$ cat src/rtl/wb_commit_pkg.sv
// Shared definitions for the writeback/commit stage: exception-word layout,
// ecode constants and the exception-control state encoding.
package wb_commit_pkg;

  localparam int unsigned EXP_W     = 7;
  localparam int unsigned EXP_VALID = 6;

  localparam logic [5:0] ECODE_INT = 6'h00;
  localparam logic [5:0] ECODE_ADE = 6'h08;
  localparam logic [5:0] ECODE_ALE = 6'h09;
  localparam logic [5:0] ECODE_SYS = 6'h0b;
  localparam logic [5:0] ECODE_BRK = 6'h0c;
  localparam logic [5:0] ECODE_INE = 6'h0d;

  typedef enum logic {
    WB_RUN   = 1'b0,
    WB_FLUSH = 1'b1
  } wb_state_e;

endpackage

$ cat src/rtl/wb_exc_ctrl.sv
// Exception control for the commit stage: RUN/FLUSH FSM, flush-length counter,
// captured era/ecode and the one-cycle redirect pulse toward fetch.
module wb_exc_ctrl
  import wb_commit_pkg::*;
#(
  parameter logic [31:0] EENTRY       = 32'h1c00_8000,
  parameter int unsigned FLUSH_CYCLES = 2
) (
  input  logic        clk,
  input  logic        rstn,
  input  logic        exc_i,
  input  logic [31:0] pc_i,
  input  logic [5:0]  ecode_i,
  output logic        flush_o,
  output logic        redirect_valid_o,
  output logic [31:0] redirect_pc_o,
  output logic [31:0] era_o,
  output logic [5:0]  ecode_o
);

  wb_state_e   state_q, state_d;
  logic [31:0] cnt_q, cnt_d;
  logic        redir_q, redir_d;
  logic [31:0] rpc_q, rpc_d;
  logic [31:0] era_q, era_d;
  logic [5:0]  ecode_q, ecode_d;

  always_ff @(posedge clk or negedge rstn) begin
    if (!rstn) begin
      state_q <= WB_RUN;
      cnt_q   <= '0;
      redir_q <= 1'b0;
      rpc_q   <= '0;
      era_q   <= '0;
      ecode_q <= '0;
    end else begin
      state_q <= state_d;
      cnt_q   <= cnt_d;
      redir_q <= redir_d;
      rpc_q   <= rpc_d;
      era_q   <= era_d;
      ecode_q <= ecode_d;
    end
  end

  // Exceptions seen while flushing belong to squashed instructions and are dropped.
  always_comb begin
    state_d = state_q;
    cnt_d   = cnt_q;
    redir_d = 1'b0;
    rpc_d   = rpc_q;
    era_d   = era_q;
    ecode_d = ecode_q;
    case (state_q)
      WB_RUN: begin
        if (exc_i) begin
          state_d = WB_FLUSH;
          cnt_d   = 32'(FLUSH_CYCLES - 1);
          redir_d = 1'b1;
          rpc_d   = EENTRY;
          era_d   = pc_i;
          ecode_d = ecode_i;
        end
      end
      WB_FLUSH: begin
        if (cnt_q == '0) state_d = WB_RUN;
        else             cnt_d   = cnt_q - 32'd1;
      end
      default: state_d = WB_RUN;
    endcase
  end

  assign flush_o          = (state_q == WB_FLUSH);
  assign redirect_valid_o = redir_q;
  assign redirect_pc_o    = rpc_q;
  assign era_o            = era_q;
  assign ecode_o          = ecode_q;

endmodule

$ cat src/rtl/wb_commit.sv
// Writeback/commit stage: register-file write gating, retire counter, optional
// commit trace (enabled by defining WB_COMMIT_TRACE_EN).
module wb_commit
  import wb_commit_pkg::*;
#(
  parameter logic [31:0] EENTRY       = 32'h1c00_8000,
  parameter int unsigned FLUSH_CYCLES = 2
) (
  input  logic             clk,
  input  logic             rstn,
  input  logic             en_in0,
  input  logic [4:0]       addr_in0,
  input  logic [31:0]      data_in0,
  input  logic [31:0]      pc_in0,
  input  logic [EXP_W-1:0] exp_in,
  input  logic             en_in1,
  input  logic [4:0]       addr_in1,
  input  logic [31:0]      data_in1,
  input  logic [31:0]      pc_in1,
  output logic             rf_we0,
  output logic             rf_we1,
  output logic [4:0]       rf_waddr0,
  output logic [4:0]       rf_waddr1,
  output logic [31:0]      rf_wdata0,
  output logic [31:0]      rf_wdata1,
`ifdef WB_COMMIT_TRACE_EN
  output logic [1:0]       trace_valid,
  output logic [31:0]      trace_pc0,
  output logic [31:0]      trace_pc1,
  output logic [1:0]       trace_wen,
  output logic [4:0]       trace_wdest0,
  output logic [4:0]       trace_wdest1,
  output logic [31:0]      trace_wdata0,
  output logic [31:0]      trace_wdata1,
`endif
  output logic             flush_by_writeback,
  output logic             redirect_valid,
  output logic [31:0]      redirect_pc,
  output logic [31:0]      era,
  output logic [5:0]       ecode,
  output logic [63:0]      retire_cnt
);

  logic        flush;
  logic        exc, commit0, commit1, we0_d, we1_d;
  logic        we0_q, we1_q;
  logic [4:0]  waddr0_q, waddr1_q;
  logic [31:0] wdata0_q, wdata1_q;
  logic [63:0] retire_q, retire_d;

  wb_exc_ctrl #(
    .EENTRY       (EENTRY),
    .FLUSH_CYCLES (FLUSH_CYCLES)
  ) u_exc_ctrl (
    .clk              (clk),
    .rstn             (rstn),
    .exc_i            (exc),
    .pc_i             (pc_in0),
    .ecode_i          (exp_in[EXP_VALID-1:0]),
    .flush_o          (flush),
    .redirect_valid_o (redirect_valid),
    .redirect_pc_o    (redirect_pc),
    .era_o            (era),
    .ecode_o          (ecode)
  );

  // An excepting lane0 squashes lane1 as well; lane1 wins a same-rd collision.
  always_comb begin
    exc      = en_in0 & exp_in[EXP_VALID];
    commit0  = ~flush & en_in0 & ~exp_in[EXP_VALID];
    commit1  = ~flush & en_in1 & ~exc;
    we1_d    = commit1 & (addr_in1 != '0);
    we0_d    = commit0 & (addr_in0 != '0) & ~(we1_d & (addr_in1 == addr_in0));
    retire_d = retire_q + 64'(commit0) + 64'(commit1);
  end

  always_ff @(posedge clk or negedge rstn) begin
    if (!rstn) begin
      we0_q    <= 1'b0;
      we1_q    <= 1'b0;
      waddr0_q <= '0;
      waddr1_q <= '0;
      wdata0_q <= '0;
      wdata1_q <= '0;
      retire_q <= '0;
    end else begin
      we0_q    <= we0_d;
      we1_q    <= we1_d;
      waddr0_q <= addr_in0;
      waddr1_q <= addr_in1;
      wdata0_q <= data_in0;
      wdata1_q <= data_in1;
      retire_q <= retire_d;
    end
  end

  assign rf_we0             = we0_q;
  assign rf_we1             = we1_q;
  assign rf_waddr0          = waddr0_q;
  assign rf_waddr1          = waddr1_q;
  assign rf_wdata0          = wdata0_q;
  assign rf_wdata1          = wdata1_q;
  assign flush_by_writeback = flush;
  assign retire_cnt         = retire_q;

`ifdef WB_COMMIT_TRACE_EN
  logic [1:0]  tvalid_q, twen_q;
  logic [31:0] tpc0_q, tpc1_q;

  always_ff @(posedge clk or negedge rstn) begin
    if (!rstn) begin
      tvalid_q <= '0;
      twen_q   <= '0;
      tpc0_q   <= '0;
      tpc1_q   <= '0;
    end else begin
      tvalid_q <= {commit1, commit0};
      twen_q   <= {we1_d, we0_d};
      tpc0_q   <= pc_in0;
      tpc1_q   <= pc_in1;
    end
  end

  assign trace_valid  = tvalid_q;
  assign trace_wen    = twen_q;
  assign trace_pc0    = tpc0_q;
  assign trace_pc1    = tpc1_q;
  assign trace_wdest0 = waddr0_q;
  assign trace_wdest1 = waddr1_q;
  assign trace_wdata0 = wdata0_q;
  assign trace_wdata1 = wdata1_q;
`else
  logic unused_pc1;
  assign unused_pc1 = ^pc_in1;
`endif

endmodule
$ cat config.mk
export PLATFORM = sky130hd
export DESIGN_NAME = wb_commit
export DESIGN_NICKNAME = d
export VERILOG_FILES = /design/src/rtl/wb_commit_pkg.sv /design/src/rtl/wb_exc_ctrl.sv /design/src/rtl/wb_commit.sv
export SDC_FILE = /design/constraint.sdc
export NUM_CORES = 1
export LEC_CHECK = 0
export BUFFER_PORTS_ARGS = -buffer_cell sky130_fd_sc_hd__buf_4
export CORE_ASPECT_RATIO = 0.6
export CORE_MARGIN = 2
export CORE_UTILIZATION = 48
export DETAILED_ROUTE_END_ITERATION = 10
export GPL_TIMING_DRIVEN = 0
export HOLD_SLACK_MARGIN = 0.15
export PLACE_DENSITY = 0.85
export SLEW_MARGIN = 20
export SYNTH_ARGS = -nofsm -noshare
export SYNTH_HDL_FRONTEND = slang
export SYNTH_HIERARCHICAL = 1
export SYNTH_SLANG_ARGS = --single-unit
$ cat constraint.sdc
create_clock -name clk -period 3.4 [get_ports clk]
set_input_delay 0.68 -clock clk [delete_from_list [all_inputs] [get_ports clk]]
set_output_delay 0.68 -clock clk [all_outputs]
set_load 0.01 [all_outputs]
==> results.json <==
{
  "portBuffers": 300,
  "cp.required_ps": 3780,
  "whs_path_depth": 1,
  "fmax_ghz": 0.322,
  "cp-end-kind": "flip-flop",
  "synth.most_common_cell": "dfrtp_1",
  "hold_viol": 0,
  "postLayoutCellArea_um2": 12000,
  "crit_end": "retire_cnt[37]",
  "r2r_end": "retire_cnt[37]",
  "syn-cell-area_um2": 8530,
  "antenna_found_initial": 0,
  "hpwl_mm": 17.3,
  "synth.avg_cell_area_um2": 11.4,
  "grt_setup_unrepaired": "false",
  "drt_iter0_markers": 445,
  "place_inst": 1313,
  "first_pass_iters": 5,
  "timing.setup.tns_ps": 0,
  "r2r_cells": 8,
  "ys_types": 60,
  "tightest_slew_ps": 830,
  "maxCapViolations": 0,
  "hp-class": "in2reg",
  "yosysTopAreaCell": "dfrtp_1",
  "ys_top_cells_by_count": "dfrtp_1 (213), nand2_1 (158), xnor2_1 (43)",
  "place_area_um2": 11200,
  "gp_congestion": 0.871,
  "instances_no_fill": 1349,
  "pwr_density_cell_nw_per_um2": 553,
  "numCtsBuffers": 21,
  "ys_seq_area_frac": 0.625,
  "track_usage": 0.248,
  "grt_pass1_vias": 6754,
  "viasPerCell": 5.11,
  "dp_slack_ps": -233,
  "path_class": "reg2reg",
  "grt.overflow.total": 0,
  "maxSlewViolCount": 0,
  "clock_latency_ps": 490,
  "drive_above_1_share": 0.346,
  "fp.dieH_um": 107,
  "routed_wl_mm": 23.6,
  "clockBufferDepth": 3,
  "utilization": 0.695,
  "timing.hold.ws_ps": 289,
  "ys.flop_type": "dfrtp_1",
  "setup_viol": 0,
  "crit_fanout": 9,
  "syn_to_final_growth_pct": 40.7,
  "via_count": 6889,
  "wl_per_cell_um": 17.5,
  "die_w_um": 176,
  "setup_ws_ps": 297,
  "critical_path_arrival_ps": 3480,
  "synth-async-reset-ratio": 1.00,
  "r2r_setup_slack_ps": 300,
  "power_mw": 6.64,
  "finalCriticalPeriod_ps": 3100,
  "min_period_over_period": 0.913,
  "startpoint": "u_exc_ctrl/flush_o",
  "cts_tree": "yes",
  "start_util": 0.494,
  "drc": 0,
  "synth_edf_count": 0,
  "synth_top_area_share": 0.625,
  "ys_top_cells_by_area": "dfrtp_1 (63%), nand2_1 (7.0%), xnor2_1 (4.4%), buf_4 (2.8%), xor2_1 (2.5%)",
  "slew_headroom": 0.439,
  "h-tree-depth": 1,
  "ir_drop_uv": 381,
  "rows": 37,
  "path_clk_slew_ps": 60,
  "dieArea_um2": 18900,
  "status": "complete, no violations",
  "grt_pass1_wl_mm": 36.5,
  "root_buffer": "clkbuf_16",
  "diodes": 0,
  "fin_skew_ps": 15.3,
  "post_cts_buffers": 0,
  "clock-sinks": 213,
  "ios": 361,
  "final_nets": 1255,
  "drtAntennaViolNets": 0,
  "grt_max_degree": 97,
  "synth-seq-cells": 213,
  "core_um2": 17300,
  "yosysWarnings": 6,
  "synth_cells": 750,
  "r2r-start": "u_exc_ctrl/flush_o",
  "p_leak_nw": 6.17,
  "crit_path_start_kind": "flip-flop"
}
## repair_timing
action / 4_1_cts / 5_1_grt
resized for setup: 0 / 1
hold buffers: 1 / 0
hold endpoints to repair: 45 / 0
endpoints found under the setup margin: 0 / 4
## power by group
part	internal, mW	switching [mW]	total [mW]
combinational	0.534	0.539	1.07
clock	1.56	0.941	2.51
sequential	2.81	0.248	3.06
total	4.91	1.73	6.64
## worst min path at each step
| stage | startpoint | endpoint | slack (ps) |
|---|---|---|---|
| floorplan | rstn | retire_cnt[0] | 380 |
| CTS | data_in1[19] | rf_wdata1[19] | 270 |
| detailed placement | u_exc_ctrl/era_o[1] | u_exc_ctrl/era_o[1] | 470 |
| finish | data_in1[11] | rf_wdata1[11] | 290 |
| global route | data_in0[27] | rf_wdata0[27] | 270 |
| global placement | u_exc_ctrl/cnt_q[10] | u_exc_ctrl/cnt_q[10] | 460 |
## cells by family after synthesis
| logic type | count (synthesis) | share of synthesized area |
|---|---|---|
| muxes | 8 | 0.00939 |
| other | 1 | 0.000440 |
| and+or+nand+nor | 339 | 0.199 |
| adders and majority gates | 3 | 0.00528 |
| DFF | 213 | 0.625 |
| AOI/OAI and AO/OA | 53 | 0.0475 |
| xor gates and xnor gates | 67 | 0.0688 |
| buffers and inverters | 66 | 0.0445 |
## registers in the layout, summed over array words and instances, names as in the netlist
signal,count
retire_cnt,64
rf_wdata0,32
rf_wdata1,32
u_exc_ctrl/cnt_q,32
u_exc_ctrl/era_o,32
u_exc_ctrl/ecode_o,6
rf_waddr0,5
rf_waddr1,5
rf_we0,1
rf_we1,1
u_exc_ctrl/flush_o,1
u_exc_ctrl/redirect_pc_o,1
u_exc_ctrl/redirect_valid_o,1
## placed cells by master (no fill, tap or decap), types with 3 or more instances in the layout
cell type / netlist / layout
dfrtp_1: 213 / 213
nor4_2: 4 / 4
buf_2: 3 / 3
a211o_1: 7 / 7
nand2_1: 158 / 158
and2_1: 4 / 4
buf_4: 32 / 331
nand3_1: 30 / 30
o311a_1: 4 / 4
clkbuf_8: 0 / 6
a21oi_1: 11 / 11
nor4_1: 12 / 12
and3_1: 15 / 15
or4_1: 8 / 8
bufinv_16: 0 / 4
or3_1: 6 / 6
buf_1: 4 / 4
nor3_1: 21 / 21
and4_1: 3 / 3
nand4b_1: 3 / 3
mux2i_1: 8 / 8
xor2_1: 24 / 24
nor3b_1: 3 / 3
o31ai_1: 7 / 7
nor2_1: 29 / 28
o21ai_0: 6 / 6
xnor2_1: 43 / 43
nand4_1: 27 / 27
inv_1: 12 / 12
conb_1: 1 / 28
clkbuf_1: 13 / 16
clkbuf_16: 0 / 21
## routing by layer
layer	global-route usage	wire length (um)	vias to the layer above	part of all wire
met2	0.408	11300	311	0.48
met3	0.0621	2060	43	0.087
met4	0.0767	672	0	0.028
met5	0	0	-	0
met1	0.328	9570	3302	0.41
li1	-	-	3233	-
## area by class of cell
cell class                      instances  area (um^2)
Tap cell                              234          293
Clock buffer                           30          619
Inverter                               13         48.8
Sequential cell                       213         5330
Multi-Input combinational cell        498         2920
Fill cell                            1219         5270
Clock inverter                          5          129
Buffer                                 53          330
Timing Repair Buffer                  303         2320
## critical path, stage by stage, from the launching register on
cell and delay, ps:
dfrtp_1 510, nor3b_1 520, fa_1 350, nand4_1 240
nor3_2 580, and4_1 280, buf_2 200, nand4_1 140
xnor2_1 160
Note: power is estimated with default switching activity, not from simulation.
